<file path="config.mk">
export PLATFORM = sky130hd
export DESIGN_NAME = slow_clk_monitor
export DESIGN_NICKNAME = d
export VERILOG_FILES = /design/src/rtl/slow_clk_monitor.sv
export SDC_FILE = /design/constraint.sdc
export NUM_CORES = 1
export LEC_CHECK = 0
export BUFFER_PORTS_ARGS = -buffer_cell sky130_fd_sc_hd__buf_2
export CAP_MARGIN = 20
export CELL_PAD_IN_SITES_DETAIL_PLACEMENT = 0
export CELL_PAD_IN_SITES_GLOBAL_PLACEMENT = 1
export CORE_MARGIN = 2
export CORE_UTILIZATION = 49
export CTS_CLUSTER_SIZE = 20
export DETAILED_ROUTE_END_ITERATION = 6
export GPL_TIMING_DRIVEN = 0
export HOLD_SLACK_MARGIN = 0.06
export PLACE_DENSITY_LB_ADDON = 0.1
export SLEW_MARGIN = 20
export SYNTH_ARGS = -nofsm -noshare
export SYNTH_HDL_FRONTEND = slang
export SYNTH_HIERARCHICAL = 1
export SYNTH_SLANG_ARGS = --single-unit
</file>
<file path="constraint.sdc">
create_clock -name clk -period 6.8 [get_ports clk]
set_input_delay 0.34 -clock clk [delete_from_list [all_inputs] [get_ports clk]]
set_output_delay 0.34 -clock clk [all_outputs]
set_load 0.05 [all_outputs]
</file>
<file path="src/rtl/slow_clk_monitor.sv">
// rtl/slow_clk_monitor.sv - slow clock edge ticks, half-period measurement and fault monitor
// Two identical channels (1Hz, 2Hz); status aggregated and registered at the top.

module slow_clk_chan #(
  parameter int HALF  = 40_000_000,
  parameter int TOL   = 1024,
  parameter int CNT_W = 26
) (
  input  logic             clk,
  input  logic             reset,
  input  logic             clk_in,
  input  logic             clear_fault,
  output logic             tick,
  output logic [CNT_W-1:0] meas,
  output logic [1:0]       code,
  output logic             in_lock,
  output logic             in_fault
);
  localparam logic [CNT_W-1:0] LIM = CNT_W'(HALF + TOL);
  localparam logic [CNT_W-1:0] LO  = CNT_W'(HALF - TOL);
  localparam logic [1:0] CODE_NONE    = 2'd0;
  localparam logic [1:0] CODE_TIMEOUT = 2'd1;
  localparam logic [1:0] CODE_SHORT   = 2'd2;

  typedef enum logic [1:0] {ST_WAIT, ST_ACQ, ST_LOCK, ST_FAULT} state_t;

  state_t           state, state_n;
  logic [1:0]       good, good_n;
  logic [1:0]       code_q, code_n;
  logic             sync_a, sync_q, hist_q;
  logic [CNT_W-1:0] cnt, m;
  logic             edge_det, timeout, short_p, meas_upd;

  assign edge_det = sync_q ^ hist_q;
  assign m        = (&cnt) ? cnt : cnt + CNT_W'(1);
  // Any count at or past the upper bound is a timeout, even if an edge lands on it.
  assign timeout  = cnt >= LIM;
  assign short_p  = m < LO;
  assign in_lock  = (state == ST_LOCK);
  assign in_fault = (state == ST_FAULT);

  always_ff @(posedge clk) begin
    if (!reset) begin
      sync_a <= 1'b0;
      sync_q <= 1'b0;
      hist_q <= 1'b0;
      tick   <= 1'b0;
    end else begin
      sync_a <= clk_in;
      sync_q <= sync_a;
      hist_q <= sync_q;
      tick   <= sync_q & ~hist_q;
    end
  end

  always_ff @(posedge clk) begin
    if (!reset || clear_fault || edge_det) begin
      cnt <= '0;
    end else if (!(&cnt)) begin
      cnt <= cnt + CNT_W'(1);
    end
  end

  always_comb begin
    state_n  = state;
    good_n   = good;
    code_n   = code_q;
    meas_upd = 1'b0;
    case (state)
      ST_WAIT: begin
        if (timeout) begin
          state_n = ST_FAULT;
          code_n  = CODE_TIMEOUT;
        end else if (edge_det) begin
          state_n = ST_ACQ;
          good_n  = 2'd0;
        end
      end
      ST_ACQ, ST_LOCK: begin
        if (timeout) begin
          state_n = ST_FAULT;
          code_n  = CODE_TIMEOUT;
        end else if (edge_det) begin
          meas_upd = 1'b1;
          if (short_p) begin
            state_n = ST_FAULT;
            code_n  = CODE_SHORT;
          end else if (state == ST_ACQ) begin
            good_n = good + 2'd1;
            if (good == 2'd1) state_n = ST_LOCK;
          end
        end
      end
      default: begin
        if (edge_det) meas_upd = 1'b1;
      end
    endcase
    if (clear_fault) begin
      state_n  = ST_WAIT;
      good_n   = 2'd0;
      code_n   = CODE_NONE;
      meas_upd = 1'b0;
    end
  end

  always_ff @(posedge clk) begin
    if (!reset) begin
      state  <= ST_WAIT;
      good   <= 2'd0;
      code_q <= CODE_NONE;
      code   <= CODE_NONE;
      meas   <= '0;
    end else begin
      state  <= state_n;
      good   <= good_n;
      code_q <= code_n;
      code   <= code_q;
      if (meas_upd) meas <= m;
    end
  end
endmodule

module slow_clk_monitor #(
  parameter int HALF_1HZ = 40_000_000,
  parameter int HALF_2HZ = 20_000_000,
  parameter int TOL      = 1024,
  parameter int CNT_W    = 26
) (
  input  logic             clk,
  input  logic             reset,
  input  logic             clk_1Hz_in,
  input  logic             clk_2Hz_in,
  input  logic             clear_fault,
  output logic             tick_1Hz,
  output logic             tick_2Hz,
  output logic [CNT_W-1:0] meas_1Hz,
  output logic [CNT_W-1:0] meas_2Hz,
  output logic [1:0]       code_1Hz,
  output logic [1:0]       code_2Hz,
  output logic             fault,
  output logic             locked
);
  logic lock_1, lock_2, fault_1, fault_2;

  slow_clk_chan #(.HALF(HALF_1HZ), .TOL(TOL), .CNT_W(CNT_W)) u_ch_1hz (
    .clk         (clk),
    .reset       (reset),
    .clk_in      (clk_1Hz_in),
    .clear_fault (clear_fault),
    .tick        (tick_1Hz),
    .meas        (meas_1Hz),
    .code        (code_1Hz),
    .in_lock     (lock_1),
    .in_fault    (fault_1)
  );

  slow_clk_chan #(.HALF(HALF_2HZ), .TOL(TOL), .CNT_W(CNT_W)) u_ch_2hz (
    .clk         (clk),
    .reset       (reset),
    .clk_in      (clk_2Hz_in),
    .clear_fault (clear_fault),
    .tick        (tick_2Hz),
    .meas        (meas_2Hz),
    .code        (code_2Hz),
    .in_lock     (lock_2),
    .in_fault    (fault_2)
  );

  always_ff @(posedge clk) begin
    if (!reset) begin
      locked <= 1'b0;
      fault  <= 1'b0;
    end else begin
      locked <= lock_1 & lock_2;
      fault  <= fault_1 | fault_2;
    end
  end
endmodule

</file>
==> results.yml <==
status:
  status: "completed"
placement:
  hpwl_um: 12300
  place.gp.congestion: 0.903
  placed_cell_area_mm2: 0.00708
  dp_slack_ns: 3.10
  io_buffer_count: 64
  dp.cells: 975
die:
  num_io_pins: 65
  die_w_um: 119
  dieHeight_um: 119
  rows: 42
  dieArea_mm2: 0.0143
  core_mm2: 0.0131
  floorplan.initialDensity: 0.498
detailed_routing:
  drtIter0Drc: 461
  first_pass_iters: 5
  wl_per_cell_um: 16.7
  vias_per_cell: 5.68
  drc_errors: 0
  final_antenna_net_count: 0
  wirelength_um: 16800
  dr_total_vias: 5722
clock_network:
  clock_latency_ns: 0.41
  postCtsSetupBuffers: 0
  cts_buffer_depth: 2
  cts.sinks: 130
  ctsHoldBuffers: 0
  clock_tree.root_cell: "clkbuf_16"
  cts_resized: 0
  tritoncts: "done"
  h-tree-depth: 4
  clk_pin_slew_ns: 0.06
  cts-buffers-inserted: 17
synth:
  async_flop_share: 0
  yosysSeqAreaShare: 0.398
  synth-seq-cells: 130
  synthCells: 735
  synthTopCellsByArea: "dfxtp_1 (40%), o211a_1 (5.4%), nor2_1 (4.5%)"
  synth_cell_types: 72
  syn_avg_cell_area_um2: 8.89
  synth_area_mm2: 0.00654
  synth_area_leader_cell: "dfxtp_1"
  synth_nets: 758
  yosys_warnings: 6
  synth_top_area_frac: 0.398
  yosys_most_used_dff: "dfxtp_1"
  synth_edf_count: 0
worst_setup_path:
  setup.worst_path.end_class: "flop"
  worstPathRequired_ns: 7.16
  arrival_ns: 4.06
  crit_path_top_delay_cell: "a2111oi_0"
  crit_fanout: 10
  path_class: "flop to flop"
  start_kind: "flop"
  max_stage_delay_ns: 0.55
  path_cells: "clkbuf_1 > nor4_1 > o21ai_0 > a2111oi_0 > o21ai_0 > a21oi_1 > a21oi_1 > nor3_1 > buf_2 > buf_1 > mux2i_1 > and2_1"
  r2r.worst_path.cells: 12
sta:
  slew_violations: 0
  rsz0062_at_grt: "no"
  tns_ns: 0
  setup_viol: 0
  clock_skew_ns: 0.00668
  tightest_slew_ns: 0.736
  layout_min_cycle_time_ns: 3.70
  max_freq_ghz: 0.270
  finalHoldViolations: 0
  post-route-period-util: 0.545
  slew_headroom: 0.510
  finalWorstSetupSlack_ns: 3.10
layout:
  drive_gt1_frac: 0.176
  antenna_cells: 0
  design_area_mm2: 0.00769
  syn_to_final_growth_pct: 17.6
  nNetsFinal: 841
  final_cells: 1007
grt:
  grt_pass1_wl_um: 27600
  grt_max_degree: 17
  grt_antenna_before_repair: 0
  grt_remaining_overflow: 0
  grtUsageTotal: 0.243
  grt_pass1_vias: 5382
pwr:
  powerDensity_mw_per_mm2: 236
  p_int_w: 0.00140
  peakVddDrop_uv: 157
  power_leakage_nw: 3.28
  comb_power_share: 0.054
  swShare: 0.229
  clock_power_share: 0.517
  seq_power_share: 0.429
  switching_power_w: 0.000415
flow_run:
  cap_violations: 0
worst_hold_path:
  hold_path.class: "input pin to flop"
  min_path_cells: 2
==> cell families after synthesis <==
logic type                 Yosys count  share of synthesized area
and+or+nand+nor                    331                      0.273
adders and majority gates           18                     0.0345
DFF                                130                      0.398
buffers and inverters               64                     0.0429
xor gates and xnor gates            34                     0.0456
AOI/OAI and AO/OA                  134                      0.168
muxes                               24                     0.0375
==> synthesized netlist by cell type (18+ instances only) <==
cell / count
nand3_1: 19
o21ai_0: 18
nor2_1: 78
and2_1: 21
nand2_1: 68
dfxtp_1: 130
xnor2_1: 21
mux2i_1: 20
nor3_1: 20
nand4_1: 24
ha_1: 18
o211a_1: 35
and3_1: 24
a21oi_1: 23
clkbuf_1: 19
inv_1: 27
==> state kept, by name, indices dropped and copies added, names as in the netlist, 2 cells and up <==
name / flops
u_ch_1hz/cnt: 26
u_ch_1hz/code: 2
u_ch_1hz/code_q: 2
u_ch_1hz/good: 2
u_ch_1hz/meas: 26
u_ch_1hz/state: 2
u_ch_2hz/cnt: 26
u_ch_2hz/code: 2
u_ch_2hz/code_q: 2
u_ch_2hz/good: 2
u_ch_2hz/meas: 26
u_ch_2hz/state: 2
==> cells in the final DEF (no fill, tap or decap), types with 4 or more instances in the layout <==
| cell | instances |
|---|---|
| o21ai_0 | 18 |
| nor2_1 | 78 |
| o31ai_1 | 4 |
| a21o_1 | 4 |
| and3_1 | 24 |
| mux2i_1 | 20 |
| a21oi_1 | 23 |
| and4_1 | 4 |
| o21a_1 | 5 |
| buf_2 | 74 |
| ha_1 | 18 |
| clkbuf_1 | 20 |
| dfxtp_1 | 130 |
| nor4_1 | 13 |
| nor3_1 | 20 |
| nand2_1 | 68 |
| xor2_1 | 13 |
| nor2b_1 | 16 |
| o211a_1 | 35 |
| and2_1 | 21 |
| xnor2_1 | 21 |
| or3_1 | 5 |
| inv_1 | 27 |
| or4_1 | 7 |
| mux2_2 | 4 |
| a41oi_1 | 4 |
| nand3_1 | 19 |
| clkbuf_16 | 17 |
| a31oi_1 | 6 |
| nand4_1 | 24 |
| a311oi_1 | 4 |
| nand2b_1 | 6 |
==> worst paths after layout <==
kind | startpoint | slack [ns] | endpoint
worst max-delay path | u_ch_2hz/cnt[8] | 3.10 | u_ch_2hz/meas[20]
worst min-delay path | clk_2Hz_in | 0.13 | u_ch_2hz/sync_a
worst max register to register | u_ch_2hz/cnt[8] | 3.10 | u_ch_2hz/meas[20]
worst min register to register | u_ch_2hz/sync_a | 0.44 | u_ch_2hz/sync_q
==> per-stage QoR <==
step | hold slack [ns] | utilization | power, W
CTS | 0.119 | 0.585 | 0.00183
floorplan | 0.412 | - | 0.000866
global route | 0.119 | 0.585 | 0.00188
detailed placement | 0.425 | 0.539 | 0.000893
finish | 0.134 | 0.585 | 0.00181
global placement | 0.416 | 0.539 | 0.000890
==> worst max-delay path, delay by kind of cell (launching register included) <==
kind / cells / cell delay (ns)
AOI/OAI and AO/OA: 5 / 1.50
buffers and inverters: 3 / 1.04
DFF: 1 / 0.29
muxes: 1 / 0.25
and+or+nand+nor: 3 / 0.56
==> routing by layer <==
layer,track usage,vias to the layer above,share of wire
li1,-,2804,-
met1,0.354,2724,0.49
met2,0.350,163,0.43
met3,0.0494,31,0.054
met4,0.0993,0,0.025
met5,0,-,0
==> power by group through the flow <==
| stage | clock network [W] | logic (W) | registers (W) |
|---|---|---|---|
| 2_1_floorplan | 0 | 0.0000544 | 0.000812 |
| 3_3_place_gp | 0 | 0.0000954 | 0.000795 |
| 3_5_place_dp | 0 | 0.0000975 | 0.000796 |
| 4_1_cts | 0.000957 | 0.0000981 | 0.000779 |
| 5_1_grt | 0.000995 | 0.000107 | 0.000780 |
| 6_report | 0.000938 | 0.0000981 | 0.000779 |
==> cell type report <==
cell class,count,area (um2)
clock buffers,20,457
well taps,176,220
flip-flops and latches,130,2600
inverters,27,101
repair buffers,64,320
fillers,1242,5450
plain buffers,37,179
clock inverters,12,154
multi-input cells,541,3650
No activity file was read; power rests on OpenSTA's default activity.
